[config.mk]
export PLATFORM = sky130hd
export DESIGN_NAME = hash_feeder
export DESIGN_NICKNAME = d
export VERILOG_FILES = /design/src/rtl/hash_feeder.sv
export SDC_FILE = /design/constraint.sdc
export NUM_CORES = 1
export LEC_CHECK = 0
export ABC_CLOCK_PERIOD_IN_PS = 14200
export CORE_AREA = 2 2 188 190
export DETAILED_ROUTE_END_ITERATION = 16
export DIE_AREA = 0 0 190 192
export GPL_TIMING_DRIVEN = 1
export MAX_ROUTING_LAYER = met4
export SLEW_MARGIN = 20
export SYNTH_ARGS = -nofsm -noshare
export SYNTH_HDL_FRONTEND = slang
export SYNTH_SLANG_ARGS = --single-unit
[constraint.sdc]
create_clock -name clk -period 14.2 [get_ports clk]
set_input_delay 2.13 -clock clk [delete_from_list [all_inputs] [get_ports clk]]
set_output_delay 2.13 -clock clk [all_outputs]
set_load 0.02 [all_outputs]
[src/rtl/hash_feeder.sv]
// hash_feeder: walks the packed-vector RAM one word at a time and hands each
// word to the SHA3 padder, waiting for the permutation to absorb it before
// fetching the next. Unused element slots of the final word are zeroed.
module hash_feeder #(
    parameter int unsigned n         = 47,
    parameter int unsigned m         = 79,
    parameter int unsigned digit     = 3,
    parameter int unsigned ADDR_W    = 5,
    parameter int unsigned BASE_ADDR = 0
) (
    input  logic                 clk,
    input  logic                 rst_b,
    input  logic                 start,
    output logic                 mem_rd,
    output logic [ADDR_W-1:0]    mem_addr,
    input  logic [m*digit-1:0]   mem_dout,
    output logic [m*digit-1:0]   out,
    output logic                 out_valid,
    output logic                 out_last,
    input  logic                 perm_ack,
    output logic                 busy,
    output logic                 done
);

    localparam int unsigned W          = m * digit;
    localparam int unsigned WORDS      = (n + digit - 1) / digit;
    localparam int unsigned LAST_DIGIT = ((n % digit) == 0) ? digit : (n % digit);
    localparam int unsigned MASK_BITS  = m * (digit - LAST_DIGIT);

    localparam logic [ADDR_W-1:0] LAST_IDX  = ADDR_W'(WORDS - 1);
    localparam logic [ADDR_W-1:0] BASE      = ADDR_W'(BASE_ADDR);
    localparam logic [W-1:0]      ALL_ONES  = '1;
    // Element 0 sits in the MSBs, so the unused trailing slots are the low bits.
    localparam logic [W-1:0]      KEEP_MASK = ALL_ONES << MASK_BITS;

    typedef enum logic [2:0] {
        ST_IDLE,
        ST_READ,
        ST_CAPT,
        ST_ISSUE,
        ST_WAIT_ACK,
        ST_DONE
    } state_t;

    state_t            state, state_nxt;
    logic [ADDR_W-1:0] idx;
    logic              idx_clr, idx_inc;
    logic              is_last;
    logic [1:0]        rst_sync;
    logic              rst;

    assign is_last  = (idx == LAST_IDX);
    assign mem_addr = BASE + idx;
    assign rst      = rst_sync[1];

    // Reset asserts immediately, releases two clocks after rst_b falls.
    always_ff @(posedge clk or posedge rst_b) begin
        if (rst_b) begin
            rst_sync <= '1;
        end else begin
            rst_sync <= {rst_sync[0], 1'b0};
        end
    end

    // State register.
    always_ff @(posedge clk or posedge rst) begin
        if (rst) begin
            state <= ST_IDLE;
        end else begin
            state <= state_nxt;
        end
    end

    // Next-state logic and word-index control; acks are only honoured
    // while a block is outstanding (ISSUE / WAIT_ACK).
    always_comb begin
        state_nxt = state;
        idx_clr   = 1'b0;
        idx_inc   = 1'b0;
        case (state)
            ST_IDLE: begin
                if (start) begin
                    state_nxt = ST_READ;
                    idx_clr   = 1'b1;
                end
            end
            ST_READ:  state_nxt = ST_CAPT;
            ST_CAPT:  state_nxt = ST_ISSUE;
            ST_ISSUE, ST_WAIT_ACK: begin
                if (perm_ack) begin
                    if (is_last) begin
                        state_nxt = ST_DONE;
                    end else begin
                        state_nxt = ST_READ;
                        idx_inc   = 1'b1;
                    end
                end else begin
                    state_nxt = ST_WAIT_ACK;
                end
            end
            ST_DONE:  state_nxt = ST_IDLE;
            default:  state_nxt = ST_IDLE;
        endcase
    end

    // Output decode from registered state only.
    always_comb begin
        mem_rd    = 1'b0;
        out_valid = 1'b0;
        out_last  = 1'b0;
        done      = 1'b0;
        busy      = (state != ST_IDLE);
        case (state)
            ST_READ:  mem_rd = 1'b1;
            ST_ISSUE: begin
                out_valid = 1'b1;
                out_last  = is_last;
            end
            ST_DONE:  done = 1'b1;
            default:  ;
        endcase
    end

    // Word index: cleared on start, advanced on each non-final ack.
    always_ff @(posedge clk or posedge rst) begin
        if (rst) begin
            idx <= '0;
        end else if (idx_clr) begin
            idx <= '0;
        end else if (idx_inc) begin
            idx <= idx + 1'b1;
        end
    end

    // Capture RAM data; the final word has its unused element slots zeroed.
    always_ff @(posedge clk or posedge rst) begin
        if (rst) begin
            out <= '0;
        end else if (state == ST_CAPT) begin
            out <= is_last ? (mem_dout & KEEP_MASK) : mem_dout;
        end
    end

endmodule

# --- After elaboration in Yosys (flattened, before gate mapping) ---
# Index checks and enable logic that the tools add are counted.
totals:
  regBits: 247
  input_bits: 241
  wordCells: 32
classes:
  addsub: 1
  eq_ne: 7
  n_mux: 16
  n_reduce_logical: 4
ops:
  columns: ["cell", "count"]
  rows:
  - ["$mux W79", 1]
  - ["$pmux W3 S4", 1]
  - ["$mux W5", 2]
  - ["$mux W1", 9]
  - ["$mux W3", 3]
  - ["$eq A3 B2 Y1 const B", 2]
  - ["$eq A3 B3 Y1 const B", 2]
  - ["$add A5 B1 Y5 const B", 1]
  - ["$eq A5 B4 Y1 const B", 1]
  - ["$eq A3 B1 Y1 const B", 1]
  - ["$logic_not A3 Y1", 1]
  - ["$reduce_bool A3 Y1", 1]
  - ["$ne A2 B2 Y1 const B", 1]
  - ["$reduce_bool A2 Y1", 1]
  - ["$reduce_or A2 Y1", 1]

# --- Longest topological paths before layout ---
depth:
  word_depth: 6
  ltp_mapped: 6

# --- Worst setup path before layout ---
# Ideal clock, no wire load.
synth_timing:
  kind: "register -> output"
  from: "register idx[0]"
  to: "output port out_last"
  arrival_ns: 1.544
  t_required_ns: 12.070
  path_slack_ns: 10.526
  path_stages_with_launch: 6
  n_path_buf: 1
  cell_sequence: "dfrtp_1 > ha_1 > and3_1 > ha_1 > clkbuf_1 > and2_1"
synth_via:
  elab_chain_len: 2
synth_lines:
  columns: ["element", "line_no", "source"]
  rows:
  - ["from (decl)", "46", "logic [ADDR_W-1:0] idx;"]
  - ["from (signal assigned)", "131", "idx <= idx + 1'b1;"]
  - ["$eq A5 B4 Y1", "52", "assign is_last = (idx == LAST_IDX);"]
  - ["$mux W1", "113", "case (state)"]
  - ["to (decl)", "19", "output logic out_last,"]
# Every way passes these cells.

# --- Worst setup path after layout ---
# Ends and elaborated chain as after synthesis.

==> metrics.md <==
| Metric | Value |
|---|---|
| Clk root buf | `clkbuf_16` |
| Bufs on Longest Clock Path | `3` |
| Relative slew slack | `0.2710` |
| Most common cell after layout, fill and taps aside | `nand2_1` |
| Initial antenna violation count | `2` |
| Final hold violations | `0` |
| Vias per cell | `4.304` |
| Fmax | `227.9 MHz` |
| Layout area overhead | `60.59%` |
| Period minus WS final | `4387 ps` |
| Drt first pass iters | `5` |
| DIE AREA | `36480 µm²` |
| GP Congestion | `0.8171` |
| Commonest non-fill, non-tap cells in the layout | `nand2_1 (638), clkdlybuf4s50_1 (487), dfrtp_1 (245)` |
| Clock transition at path regs | `60 ps` |
| Worst ir drop on vdd | `174.9 µV` |
| Critical Path Source Type | `flop` |
| Post-synth net total | `1306` |
| Largest net degree at the start of global routing | `235` |
| Die Y | `192 µm` |
| Kind of critical path | `reg2out` |
| Worst slew pin tran | `1093 ps` |
| Vias in the first global route | `8585` |
| Drt wl/cell | `16.31 µm` |
| PD cells | `243.3 nW/µm²` |
| Starting density of the core | `0.2888` |
| P_int | `2.305 mW` |
| Die width | `190 µm` |
| RSZ-0062 raised after global routing | `no` |
| Logic pwr share | `0.496` |
| Num CTS Buffers | `29` |
| CTS tree | `built` |
| Sequential fraction of the synthesis area | `0.6245` |
| Critical Path Fanout Max | `5` |
| Slowest-stage cell, CP | `clkdlybuf4s50_1` |
| Total Wirelength | `32.63 mm` |
| Final Max Tran Viols | `0` |
| Critical Path AT | `2260 ps` |
| First-pass GRT wire length | `49.04 mm` |
| Synth Register Bits | `247` |
| Synth cell types | `29` |
| Synth warn | `0` |
| Critical Path Sink Type | `primary output` |
| Crit path largest cell delay | `540 ps` |
| Placed Instances | `1947` |
| CTS Sinks | `247` |
| Row count | `68` |
| Antenna viol nets, final | `0` |
| Mapped cell area | `9902 µm²` |
| CP Cell Sequence | `ha_1, and3_1, ha_2, and2_1, clkdlybuf4s50_1` |
| Synthesized instance count | `1063` |
| Max-cap violation count | `0` |
| Leakage | `7.609 nW` |
| Fin cells | `2000` |
| I/O pins | `488` |
| 1st-iter DRT viols | `384` |
| Residual DRC count | `0` |
| Core area | `34290 µm²` |
| Fin Clk Skew | `11.18 ps` |
| Clock power share | `0.187` |
| Req. time, crit path | `12070 ps` |
| Htree depth | `1` |
| GRT Util Overall | `0.1757` |
| Worst reg2reg setup slack | `11270 ps` |
| Status | `completed` |
| Fin Setup TNS | `0 ps` |
| Sw Share | `0.4041` |
| DP Wirelength | `22.26 mm` |
| PostCTS Resize Cnt | `0` |
| Post-CTS setup buffers | `0` |
| Hold Buf Count CTS | `0` |
| Reg power frac | `0.317` |
| Final setup violation count | `0` |
| Syn_area_per_cell | `9.315 µm²` |
| # port buffers | `487` |
| Via count | `8608` |
| Final worst path period share | `0.3090` |
| Share of cells above drive strength 1 | `0.04083` |
| Clk Latency, worst-skew pair | `540 ps` |
| Worst min path class | `reg2async` |
| Total grt overflow | `0` |
| Switching pwr | `1.564 mW` |
| # nets final | `1766` |
cell usage after synthesis:
| cell type | instances | area [µm²] |
|---|---|---|
| inv_1 | 4 | 15.01 |
| o2111ai_1 | 1 | 8.760 |
| a2bb2oi_1 | 1 | 8.760 |
| clkbuf_1 | 11 | 41.29 |
| or3_1 | 1 | 6.260 |
| buf_4 | 2 | 15.01 |
| nand3b_1 | 79 | 593.1 |
| o211ai_1 | 1 | 7.510 |
| or4b_1 | 1 | 10.01 |
| and3b_1 | 2 | 17.52 |
| buf_2 | 27 | 135.1 |
| nand2_1 | 638 | 2395 |
| or2_2 | 1 | 6.260 |
| nor3b_1 | 2 | 15.01 |
| mux2i_1 | 5 | 50.05 |
| and2_1 | 2 | 12.51 |
| nand2b_1 | 1 | 6.260 |
| dfrtp_1 | 245 | 6131 |
| o21ai_2 | 1 | 8.760 |
| ha_1 | 2 | 25.02 |
| conb_1 | 1 | 3.750 |
| nor2b_1 | 1 | 6.260 |
| and3_1 | 1 | 6.260 |
| nor2_1 | 3 | 11.26 |
| nor3b_2 | 1 | 12.51 |
| dfstp_2 | 2 | 52.55 |
| o32ai_1 | 1 | 8.760 |
| buf_6 | 25 | 281.5 |
| or3b_4 | 1 | 11.26 |
worst max-delay path, delay by kind of cell, from the launching register on:
kind	cells	cell delay [ps]
fa+ha+maj	2	410
buf+inv	1	540
flops	1	440
simple gates	2	330
stage by stage:
step	util	instance area [µm²]	total power, mW	setup WS [ps]	hold slack [ps]
2_1_floorplan	-	9902	2.281	7152	345.2
3_3_place_gp	0.4361	14950	3.149	10410	347.8
3_5_place_dp	0.4361	14950	3.178	10380	347.2
4_1_cts	0.4636	15900	3.928	9765	355.4
5_1_grt	0.4638	15900	4.135	9685	361.7
6_report	0.4638	15900	3.869	9813	351.8
final cells by class:
type                       instances  area [µm²]
fill                            3259       18390
sequential                       247        6183
timing repair buffer             494        4940
multi-input combinational        747        3239
clock buffer                      44       902.1
tap                              455       569.3
clock inverter                     7       40.04
inverter                           4       22.52
antenna                            2       5.005
final timing paths:
kind / start / end / cells past startpoint
setup / recovery: idx[0]$_DFFE_PP0P_ / out_last / 5
hold / removal: rst_sync[1]$_DFF_PP1_ / out[9]$_DFFE_PP0P_ / 1
setup reg to reg: state[1]$_DFFE_PP0P_ / out[159]$_DFFE_PP0P_ / 5
hold reg to reg: rst_sync[1]$_DFF_PP1_ / out[9]$_DFFE_PP0P_ / 1
max in group asynchronous: rst_sync[1]$_DFF_PP1_ / out[177]$_DFFE_PP0P_ / 3
min in group clk: rst_sync[0]$_DFF_PP1_ / rst_sync[1]$_DFF_PP1_ / 0
power groups by stage:
stage	Clock [mW]	Combinational [mW]	Sequential [mW]
finish	0.724	1.92	1.23
CTS	0.752	1.95	1.23
global route	0.781	2.08	1.27
floorplan	0	0.652	1.63
detailed placement	0	1.94	1.24
global placement	0	1.93	1.22
state kept, by name, summed over array words and instances (netlist names):
name      cells
out         237
idx           5
rst_sync      2
state         3
kinds of logic (layout without fill, tap and decap cells):
kind of cell / after synthesis / count (layout) / synth area share
and+or+nand+nor: 734 / 734 / 0.3140
DFF: 247 / 247 / 0.6245
buffers and inverters: 69 / 549 / 0.04928
AOI/OAI and AO/OA: 5 / 5 / 0.004297
muxes: 5 / 5 / 0.005055
adders and majority gates: 2 / 2 / 0.002527
other: 1 / 3 / 0.0003787
layer usage:
metal | vias up | wire length (µm) | global-route usage
li1 | 4199 | - | -
met1 | 4032 | 13430 | 0.2130
met2 | 329 | 15640 | 0.2897
met3 | 48 | 2895 | 0.05153
met4 | 0 | 659 | 0.04055
met5 | - | 0 | -
Note: power is estimated with default switching activity, not from simulation.
